File: src/rtl/seq_calculator.sv
// Handshaked W-bit calculator: single-cycle add/sub, W-cycle shift-add multiply
// and W-cycle restoring divide, producing a 2W-bit result plus error flag.
module seq_calculator #(
    parameter int unsigned W = 4
) (
    input  logic            clk,
    input  logic            rst,
    input  logic            in_valid,
    output logic            in_ready,
    input  logic [W-1:0]    operand_a,
    input  logic [W-1:0]    operand_b,
    input  logic [6:0]      operator,
    output logic            out_valid,
    input  logic            out_ready,
    output logic [2*W-1:0]  result,
    output logic            err
);

    localparam int unsigned RW = 2 * W;
    localparam int unsigned CW = $clog2(W + 1);

    localparam logic [6:0] OP_ADD = 7'h2B;
    localparam logic [6:0] OP_SUB = 7'h2D;
    localparam logic [6:0] OP_MUL = 7'h2A;
    localparam logic [6:0] OP_DIV = 7'h2F;

    typedef enum logic [1:0] {
        IDLE = 2'd0,
        BUSY = 2'd1,
        DONE = 2'd2
    } state_t;

    state_t state, state_next;

    logic          is_mul;
    logic [CW-1:0] cnt;
    logic [RW-1:0] acc;
    logic [RW-1:0] mcand;
    logic [W-1:0]  shreg;      // multiplier (shifts right) or dividend/quotient (shifts left)
    logic [W-1:0]  divisor;
    logic [W-1:0]  rem;

    logic          needs_engine;
    logic          last_iter;
    logic [RW-1:0] mul_acc_nxt;
    logic [W:0]    rem_shift;
    logic          fits;
    logic [W-1:0]  rem_sub;
    logic [W-1:0]  rem_nxt;
    logic [W-1:0]  quo_nxt;

    // Engine step and decode helpers
    always_comb begin
        needs_engine = (operator == OP_MUL) || ((operator == OP_DIV) && (operand_b != '0));
        last_iter    = (cnt == CW'(W - 1));
        mul_acc_nxt  = shreg[0] ? (acc + mcand) : acc;
        rem_shift    = {rem, shreg[W-1]};
        fits         = (rem_shift >= {1'b0, divisor});
        rem_sub      = rem_shift[W-1:0] - divisor;
        rem_nxt      = fits ? rem_sub : rem_shift[W-1:0];
        quo_nxt      = {shreg[W-2:0], fits};
    end

    // State register
    always_ff @(posedge clk or posedge rst) begin
        if (rst) state <= IDLE;
        else     state <= state_next;
    end

    // Next-state logic
    always_comb begin
        state_next = state;
        case (state)
            IDLE:    if (in_valid) state_next = needs_engine ? BUSY : DONE;
            BUSY:    if (last_iter) state_next = DONE;
            DONE:    if (out_ready) state_next = IDLE;
            default: state_next = IDLE;
        endcase
    end

    // Datapath and registered outputs
    always_ff @(posedge clk or posedge rst) begin
        if (rst) begin
            in_ready  <= 1'b1;
            out_valid <= 1'b0;
            result    <= '0;
            err       <= 1'b0;
            is_mul    <= 1'b0;
            cnt       <= '0;
            acc       <= '0;
            mcand     <= '0;
            shreg     <= '0;
            divisor   <= '0;
            rem       <= '0;
        end else begin
            in_ready  <= (state_next == IDLE);
            out_valid <= (state_next == DONE);
            case (state)
                IDLE: begin
                    if (in_valid) begin
                        cnt <= '0;
                        acc <= '0;
                        rem <= '0;
                        case (operator)
                            OP_ADD: begin
                                result <= RW'(operand_a) + RW'(operand_b);
                                err    <= 1'b0;
                            end
                            // 2W-bit wraparound yields the all-ones upper half when a < b
                            OP_SUB: begin
                                result <= RW'(operand_a) - RW'(operand_b);
                                err    <= 1'b0;
                            end
                            OP_MUL: begin
                                is_mul <= 1'b1;
                                mcand  <= RW'(operand_a);
                                shreg  <= operand_b;
                            end
                            OP_DIV: begin
                                if (operand_b == '0) begin
                                    result <= '1;
                                    err    <= 1'b1;
                                end else begin
                                    is_mul  <= 1'b0;
                                    shreg   <= operand_a;
                                    divisor <= operand_b;
                                end
                            end
                            default: begin
                                result <= '0;
                                err    <= 1'b1;
                            end
                        endcase
                    end
                end
                BUSY: begin
                    cnt <= cnt + CW'(1);
                    if (is_mul) begin
                        acc   <= mul_acc_nxt;
                        mcand <= mcand << 1;
                        shreg <= shreg >> 1;
                    end else begin
                        rem   <= rem_nxt;
                        shreg <= quo_nxt;
                    end
                    if (last_iter) begin
                        result <= is_mul ? mul_acc_nxt : {quo_nxt, rem_nxt};
                        err    <= 1'b0;
                    end
                end
                default: ;
            endcase
        end
    end

endmodule

File: config.mk
export PLATFORM = sky130hd
export DESIGN_NAME = seq_calculator
export DESIGN_NICKNAME = d
export VERILOG_FILES = /design/src/rtl/seq_calculator.sv
export SDC_FILE = /design/constraint.sdc
export NUM_CORES = 1
export LEC_CHECK = 0
export BUFFER_PORTS_ARGS = -buffer_cell sky130_fd_sc_hd__clkbuf_2
export CAP_MARGIN = 20
export CORE_MARGIN = 5
export CORE_UTILIZATION = 40
export CTS_CLUSTER_SIZE = 28
export DETAILED_ROUTE_END_ITERATION = 12
export HOLD_SLACK_MARGIN = 0.06
export PLACE_DENSITY_LB_ADDON = 0.15
export SLEW_MARGIN = 20
export SYNTH_ARGS = -nofsm -noshare
export SYNTH_HDL_FRONTEND = slang
export SYNTH_SLANG_ARGS = --single-unit
File: constraint.sdc
create_clock -name clk -period 1.9 [get_ports clk]
set_input_delay 0.475 -clock clk [delete_from_list [all_inputs] [get_ports clk]]
set_output_delay 0.475 -clock clk [all_outputs]
set_load 0.1 [all_outputs]
* Word-level counts from Yosys, hierarchy flattened
Cells that the tools add are included.
Word-level totals: bits of input ports 19, logic and storage cells 91, output and inout port bits 11, register bits 45
Operators by class: reductions and logical operators 17, bitwise operators 1, eq/ne operators 18, order comparisons 1, add/subtract/negate cells 5, multiplexer cells 37
Operators by type and width (count):
- $mux 8 | 10
- $pmux 8 s2 | 3
- $pmux 8 s4 | 1
- $eq 7x6->1 const B | 4
- $mux 4 | 6
- $pmux 4 s2 | 3
- $reduce_and 4->1 | 4
- $ne 2x2->1 const B | 7
- $ne 3x3->1 const B | 3
- $add 8x8->8 | 1
- $mux 2 | 4
- $pmux 2 s3 | 1
- $pmux 3 s2 | 1
- $reduce_and 3->1 | 2
- $add 4x4->5 | 1
- $ge 5x4->1 | 1
- $reduce_and 5->1 | 1
- $sub 4x4->5 | 1
- $eq 2x2->1 const B | 2
- $logic_not 2->1 | 2
- $logic_not 4->1 | 1
- $mux 1 | 4
- $pmux 1 s2 | 2
- $reduce_bool 2->1 | 2
- 12 further kinds | 12

* Longest topological paths before layout
Gate-level depths: netlist of the first run.
word-level depth 7, gate-level depth with buffers 10, mapped depth without buffers 10

* Worst setup path before layout of the first run
OpenSTA, ideal clock, no wires.
path kind register to register, from register acc[0], to register result[6], path buffers 0, cell stages (with the launch flop) 9, setup time 0.121 ns, period minus slack after synthesis 2.110 ns, arrival time 1.988 ns, data required time 1.779 ns, slack -0.210 ns, cells stage by stage dfrtp_1 -> ha_1 -> fa_1 -> a21o_1 -> a2111oi_1 -> xnor2_1 -> mux2i_1 -> nor2_1 -> o22a_1
Between the ends: word-level cells in the longest chain between the ends 5
Ends and longest elaborated chain:
- start, declared | RTL line 37 | logic [RW-1:0] acc;
- start signal, assigned | RTL line 139 | acc <= mul_acc_nxt;
- $add 8x8->8 | RTL line 56 | mul_acc_nxt = shreg[0] ? (acc + mcand) : acc;
- $mux 8 | RTL line 56
- $mux 8 | RTL line 147 | result <= is_mul ? mul_acc_nxt : {quo_nxt, rem_nxt};
- $mux 8 | RTL line 146 | if (last_iter) begin
- $pmux 8 s2 | RTL line 98 | case (state)
- end signal, assigned | RTL line 106 | result <= RW'(operand_a) + RW'(operand_b);
- end signal, assigned | RTL line 111 | result <= RW'(operand_a) - RW'(operand_b);
- end signal, assigned | RTL line 147
- end, declared | RTL line 15 | output logic [2*W-1:0] result,
No other way between the ends. The select of a mux whose other input is x is not followed. A chain may end at the register's enable or synchronous reset.

* Final worst setup path of the first run
from register mcand[0], to register result[6]
Between the ends: word-level cells in the longest chain between the ends 5
Ends and longest elaborated chain:
- start, declared | RTL line 38 | logic [RW-1:0] mcand;
- start signal, assigned | RTL line 116 | mcand <= RW'(operand_a);
- start signal, assigned | RTL line 140 | mcand <= mcand << 1;
- $add 8x8->8 | RTL line 56
- $mux 8 | RTL line 56
- $mux 8 | RTL line 147
- $mux 8 | RTL line 146
- $pmux 8 s2 | RTL line 98
No other way between the ends. The select of a mux whose other input is x is not followed.

==> results of run 1 <==
metal layers:
metal | global-route usage, % | vias up | wire [microns]
li1 | - | 1432 | -
met1 | 24.8 | 1433 | 4030
met2 | 31.8 | 42 | 4320
met3 | 3.16 | 14 | 260
met4 | 5.43 | 0 | 174
met5 | 0 | - | 0
cell usage in the layout (no fill, tap or decap), drive strengths merged, types with 3 or more instances in the layout:
master | netlist | final
a211oi | 7 | 7
a21o | 7 | 7
a21oi | 19 | 19
a22o | 6 | 6
a31oi | 7 | 7
a32o | 4 | 4
and3 | 3 | 3
buf | 7 | 87
clkbuf | 5 | 35
dfrtp | 44 | 44
fa | 4 | 4
ha | 21 | 21
inv | 19 | 19
mux2 | 4 | 4
mux2i | 10 | 10
nand2 | 37 | 37
nand2b | 5 | 5
nand3 | 11 | 11
nor2 | 38 | 38
nor2b | 5 | 5
o21ai | 18 | 18
o31ai | 5 | 5
xnor2 | 5 | 5
xor2 | 5 | 5
cell type report:
cell class	instances	area, sq um	area share, %
clock buffers	6	72.6	1.68
clock inverters	2	38.8	0.899
well taps	99	124	2.87
flip-flops and latches	45	1130	26.2
repair buffers	116	827	19.2
inverters	19	83.8	1.94
multi-input cells	260	2040	47.3
cells by family (layout without fill, tap and decap cells):
kind of cell / after synthesis / count (layout) / share of synthesized area, %
AO/OA/AOI/OAI: 98 / 98 / 22.7
AND/OR/NAND/NOR: 113 / 113 / 17.2
buffers and inverters: 31 / 143 / 4.15
multiplexers: 14 / 14 / 4.77
flip-flops: 45 / 45 / 37.0
XOR/XNOR: 10 / 10 / 2.88
adder cells (fa/ha/maj): 25 / 25 / 11.3
power groups by stage:
stage	logic [W]	registers [W]	clock network, W
floorplan	0.000475	0.00150	0
global placement	0.00118	0.00124	0
detailed placement	0.00120	0.00124	0
CTS	0.00125	0.00122	0.000772
global route	0.00140	0.00125	0.000795
finish	0.00129	0.00123	0.000757
worst reg2reg max path, cell delays in order (launching register included):
cell and delay (ps):
dfrtp_1 440, ha_4 190, fa_2 330, a21o_1 210, a2111oi_4 320, xnor2_1 150, mux2i_1 90, nor2_1 170
o22a_1 170
registers in the layout, indices dropped and copies added (netlist names), 2 cells and up:
| signal | cells |
|---|---|
| shreg | 4 |
| result | 8 |
| acc | 8 |
| cnt | 3 |
| divisor | 4 |
| mcand | 8 |
| rem | 4 |
| state | 2 |
path summary, 6_finish.rpt:
check	endpoint	cells after the start	startpoint
max in group asynchronous	in_ready	3	rst
min in group clk	in_ready	3	out_ready
setup / recovery	result[6]	8	mcand[0]
setup reg to reg	result[6]	8	mcand[0]
hold reg to reg	cnt[0]	1	cnt[0]
hold / removal	acc[2]	3	rst
metrics by stage:
step           TNS, ps  hold slack (ps)  setup slack (ps)  instance area [sq um]  util, %
2_1_floorplan     -135              449             -69.0                   3140        -
3_3_place_gp     -2950              483              -277                   3980     54.3
3_5_place_dp     -3370              486              -345                   3980     54.3
4_1_cts          -1020              179              -240                   4190     57.1
5_1_grt          -2380              196              -311                   4310     58.8
6_report         -1260              164              -215                   4310     58.8
what timing repair did:
action,in CTS,in global routing
buffers inserted,4,3
resized for setup,15,21
endpoints found under the setup margin,11,14
pin swaps,13,21
==> reports/metrics.cfg, run 1 <==
[critical_path]
critPathTopFamily=compound AO/OA/AOI/OAI gates
r2r_slack_ps=-220
timing.critical_path.buf_inv=0
crit_path_top_delay_cell=dfrtp_1
crit_chain=ha_4 > fa_2 > a21o_1 > a2111oi_4 > xnor2_1 > mux2i_1 > nor2_1 > o22a_1
critPathMaxStageDelay_ps=440
endpoint_kind=flop
worstSetupStartpointType=flop
crit_type=reg -> reg
worstPathArrival_ps=2370
required_ps=2160
worstPathMaxFanout=2

[synth]
yosysSeqAreaShare_pct=37.0
synth_common_cells=dfrtp_1 (44), nor2_1 (38), nand2_1 (37), ha_1 (21), inv_1 (19)
synth_ff_type=dfrtp_1
synthesis.nets=380
synth_top_area_share_pct=36.2
synthTopCellsByArea=dfrtp_1 (36%), ha_1 (8.6%), nor2_1 (4.7%), nand2_1 (4.6%), mux2i_1 (3.3%)
synth_seq_cells=45
synth.most_common_cell=dfrtp_1
synth.distinct_cells=60
synth_largest_area_cell=dfrtp_1
synthCells=336
synth-edff-count=0
async_flop_share_pct=100
yosysWarnings=0
synth.avg_cell_area_sq_um=9.06
syn_area_sq_um=3040

[clock_network]
clock_latency_ps=310
clock-sinks=45
clkTransAtPathRegs_ps=100
hold_buffers=0
cts_buffers=5
clockRootBuffer=clkbuf_8
h-tree-depth=2
clock_path_buffers=2
cts_tree=yes

[placement]
dp_hpwl_microns=6820
gp_congestion=0.840
placedCellCount=532
port_buffers=29

[floorplanning]
die_w_microns=97.2
io_pins=30
row_count=31
fp.coreArea_sq_um=7330
dieArea_sq_um=9450
die_h_microns=97.2
start_util_pct=41.5

[finish]
drive_above_1_share_pct=40.2
instances_no_fill=547
layout.nets=491
diodes=0
nFillCells=643
area_growth_pct=41.7

[pwr]
p_sw_w=0.00129
power.share.sequential_pct=37.5
p_int_w=0.00199
p_comb_share_pct=39.4
p_sw_share_pct=39.4
p_total_w=0.00328
ir_drop_mv=0.557
power_density_nw_per_um2=760
p_clk_share_pct=23.1
leakage_nw=2.07

[sta]
fmax_mhz=473
setup_viol=11
clock_skew_ps=10.5
finalWorstSetupSlack_ps=-215
slew_violations=0
period_share_pct=111
rsz0062_at_grt=true
hold_viol=0
worst_slew_pin_slew_ps=555
relSlewSlack_pct=63.0
fin_crit_ps=2120

[route]
finalWirelength_microns=8790
via_per_inst=5.34
first_pass_iters=4
drt_iter0_markers=100
route.detailed.drc=0
vias=2921
ant_nets=0
post_drt_wl_per_cell_microns=16.1

[outcome]
status=complete, but fails checks
violations=setup timing

[global_routing]
grt_start_max_net_pins=46
grt_first_pass_wirelength_microns=14500
grt_pass1_vias=2995
antenna_found_initial=0
grtUsageTotal_pct=18.8
overflow=0

[hold_path]
hp-class=in -> async

[job]
cap_violations=0

(Power assumes the default switching activity.)
==> run 2: changes to the inputs <==
--- a/config.mk
+++ b/config.mk
@@ -13,6 +13,7 @@
 export DETAILED_ROUTE_END_ITERATION = 12
 export HOLD_SLACK_MARGIN = 0.06
 export PLACE_DENSITY_LB_ADDON = 0.15
+export SETUP_SLACK_MARGIN = 0.15
 export SLEW_MARGIN = 20
 export SYNTH_ARGS = -nofsm -noshare
 export SYNTH_HDL_FRONTEND = slang
==> reports/metrics.cfg, run 2 (synthesis results as in run 1) <==
[clock_network]
clockRootBuffer=clkbuf_8
cts_tree=yes
clock_path_buffers=2  ; unchanged
cts_buffers=5  ; unchanged
clkTransAtPathRegs_ps=80  ; -20 ps
hold_buffers=0  ; unchanged
clock-sinks=45  ; unchanged
clock_latency_ps=300  ; about the same
h-tree-depth=2  ; unchanged

[placement]
dp_hpwl_microns=6740  ; -1.1%
port_buffers=29  ; unchanged
dpl-instance-area_sq_um=4050  ; +1.8%
dpl_worst_slack_ps=-292  ; +53.3 ps
gp_congestion=0.830  ; -1.2%

[critical_path]
worstSetupStartpointType=flop
critPathTopFamily=compound AO/OA/AOI/OAI gates
crit_path_top_delay_cell=dfrtp_1
required_ps=2140  ; -20 ps
worstPathMaxFanout=2  ; unchanged
crit_chain=ha_2 > fa_2 > a21o_1 > a2111oi_4 > xnor2_1 > mux2i_1 > nor2_1 > o22a_1
worstPathArrival_ps=2310  ; -60 ps
crit_type=reg -> reg
endpoint_kind=flop
timing.critical_path.buf_inv=0  ; unchanged
critPathMaxStageDelay_ps=390  ; -50 ps

[sta]
worst_slew_pin_slew_ps=657  ; +102 ps
setup_viol=9  ; -2
clock_skew_ps=2.29  ; -8.25 ps
fmax_mhz=485  ; +2.5%
period_share_pct=109  ; -2.7 points
hold_viol=0  ; unchanged
finalWorstSetupSlack_ps=-163  ; +52.2 ps
relSlewSlack_pct=56.2  ; -6.8 points
slew_violations=0  ; unchanged
fin_crit_ps=2060  ; -52.2 ps
rsz0062_at_grt=true

[global_routing]
grt_pass1_vias=2962  ; -1.1%
antenna_found_initial=0  ; unchanged
overflow=0  ; unchanged
grtUsageTotal_pct=18.6  ; -0.28 points
grt_first_pass_wirelength_microns=14400  ; -0.90%
grt_start_max_net_pins=30  ; -35%

[route]
first_pass_iters=4  ; unchanged
drt_iter0_markers=238  ; +140%
via_per_inst=5.30  ; -0.72%
post_drt_wl_per_cell_microns=15.7  ; -2.1%
ant_nets=0  ; unchanged
finalWirelength_microns=8760  ; -0.32%
vias=2953  ; +1.1%
route.detailed.drc=0  ; unchanged

[finish]
drive_above_1_share_pct=44.3  ; +4.1 points
reg.largest.list=acc x8, mcand x8, result x8
stdcell_area_sq_um=4490  ; +4.1%
utilization_pct=61.2  ; +2.4 points
area_growth_pct=47.5
final_common_cell=buf_4
nFillCells=620  ; -3.6%
mostFrequentLayoutCells=buf_4 (91), dfrtp_1 (44), nand2_1 (35)
layout.nets=501  ; +2.0%
diodes=0  ; unchanged

[outcome]
status=complete, but fails checks
violations=setup timing

[job]
cap_violations=0  ; unchanged

[pwr]
ir_drop_mv=0.484  ; -13%
power_density_nw_per_um2=695  ; -8.6%
leakage_nw=2.14  ; +3.4%

[floorplanning]
die_h_microns=97.2  ; unchanged
fp.coreArea_sq_um=7330  ; unchanged
start_util_pct=41.5  ; unchanged
row_count=31  ; unchanged
dieArea_sq_um=9450  ; unchanged
die_w_microns=97.2  ; unchanged
io_pins=30  ; unchanged

[hold_path]
hp-class=in -> async

==> run 2: stage by stage <==
| stage | total power (W) | cells | hold WS, ps | TNS [ps] |
|---|---|---|---|---|
| detailed placement | 0.00243 | 535 | 469 | -3160 |
| CTS | 0.00306 | 547 | 140 | -845 |
| finish | 0.00312 | 557 | 136 | -717 |
| floorplan | 0.00199 | 336 | 449 | -138 |
| global route | 0.00329 | 557 | 175 | -1670 |
| global placement | 0.00242 | 535 | 466 | -2870 |
==> run 2: worst paths after layout <==
path                       depth (start not counted)  slack [ps]        end        start
setup / recovery                                   8        -160  result[6]       acc[0]
hold / removal                                     2         140     acc[3]          rst
setup reg to reg                                   8        -160  result[6]       acc[0]
hold reg to reg                                    1         500     cnt[0]       cnt[0]
max in group asynchronous                          3        1200   in_ready          rst
min in group clk                                   2         430        err  operator[0]
==> run 2: timing repair <==
item | 4_1_cts | 5_1_grt
endpoints found under the setup margin | 16 | 20
resized for setup | 24 | 34
buffers inserted | 4 | 10
pin swaps | 25 | 20
==> run 2: area by class of cell <==
cell class              count  area (sq um)  area share (%)
multi-input cells         260          2130            47.4
flip-flops and latches     45          1130            25.1
repair buffers            126           946            21.1
well taps                  99           124            2.76
inverters                  19          83.8            1.87
clock buffers               7          76.3            1.70
clock inverters             1          5.00           0.111
==> run 2: metal layers <==
metal / up-vias / routed length [microns] / track usage, %
met5: - / 0 / 0
met1: 1433 / 3910 / 25.0
li1: 1457 / - / -
met3: 8 / 364 / 3.23
met4: 0 / 74 / 4.26
met2: 55 / 4420 / 31.2
==> run 2: report_power, final <==
group          total [W]  switching (W)  internal, W
combinational    0.00131       0.000793     0.000514
clock           0.000587       0.000328     0.000259
sequential       0.00122       0.000143      0.00108
total            0.00312        0.00126      0.00185
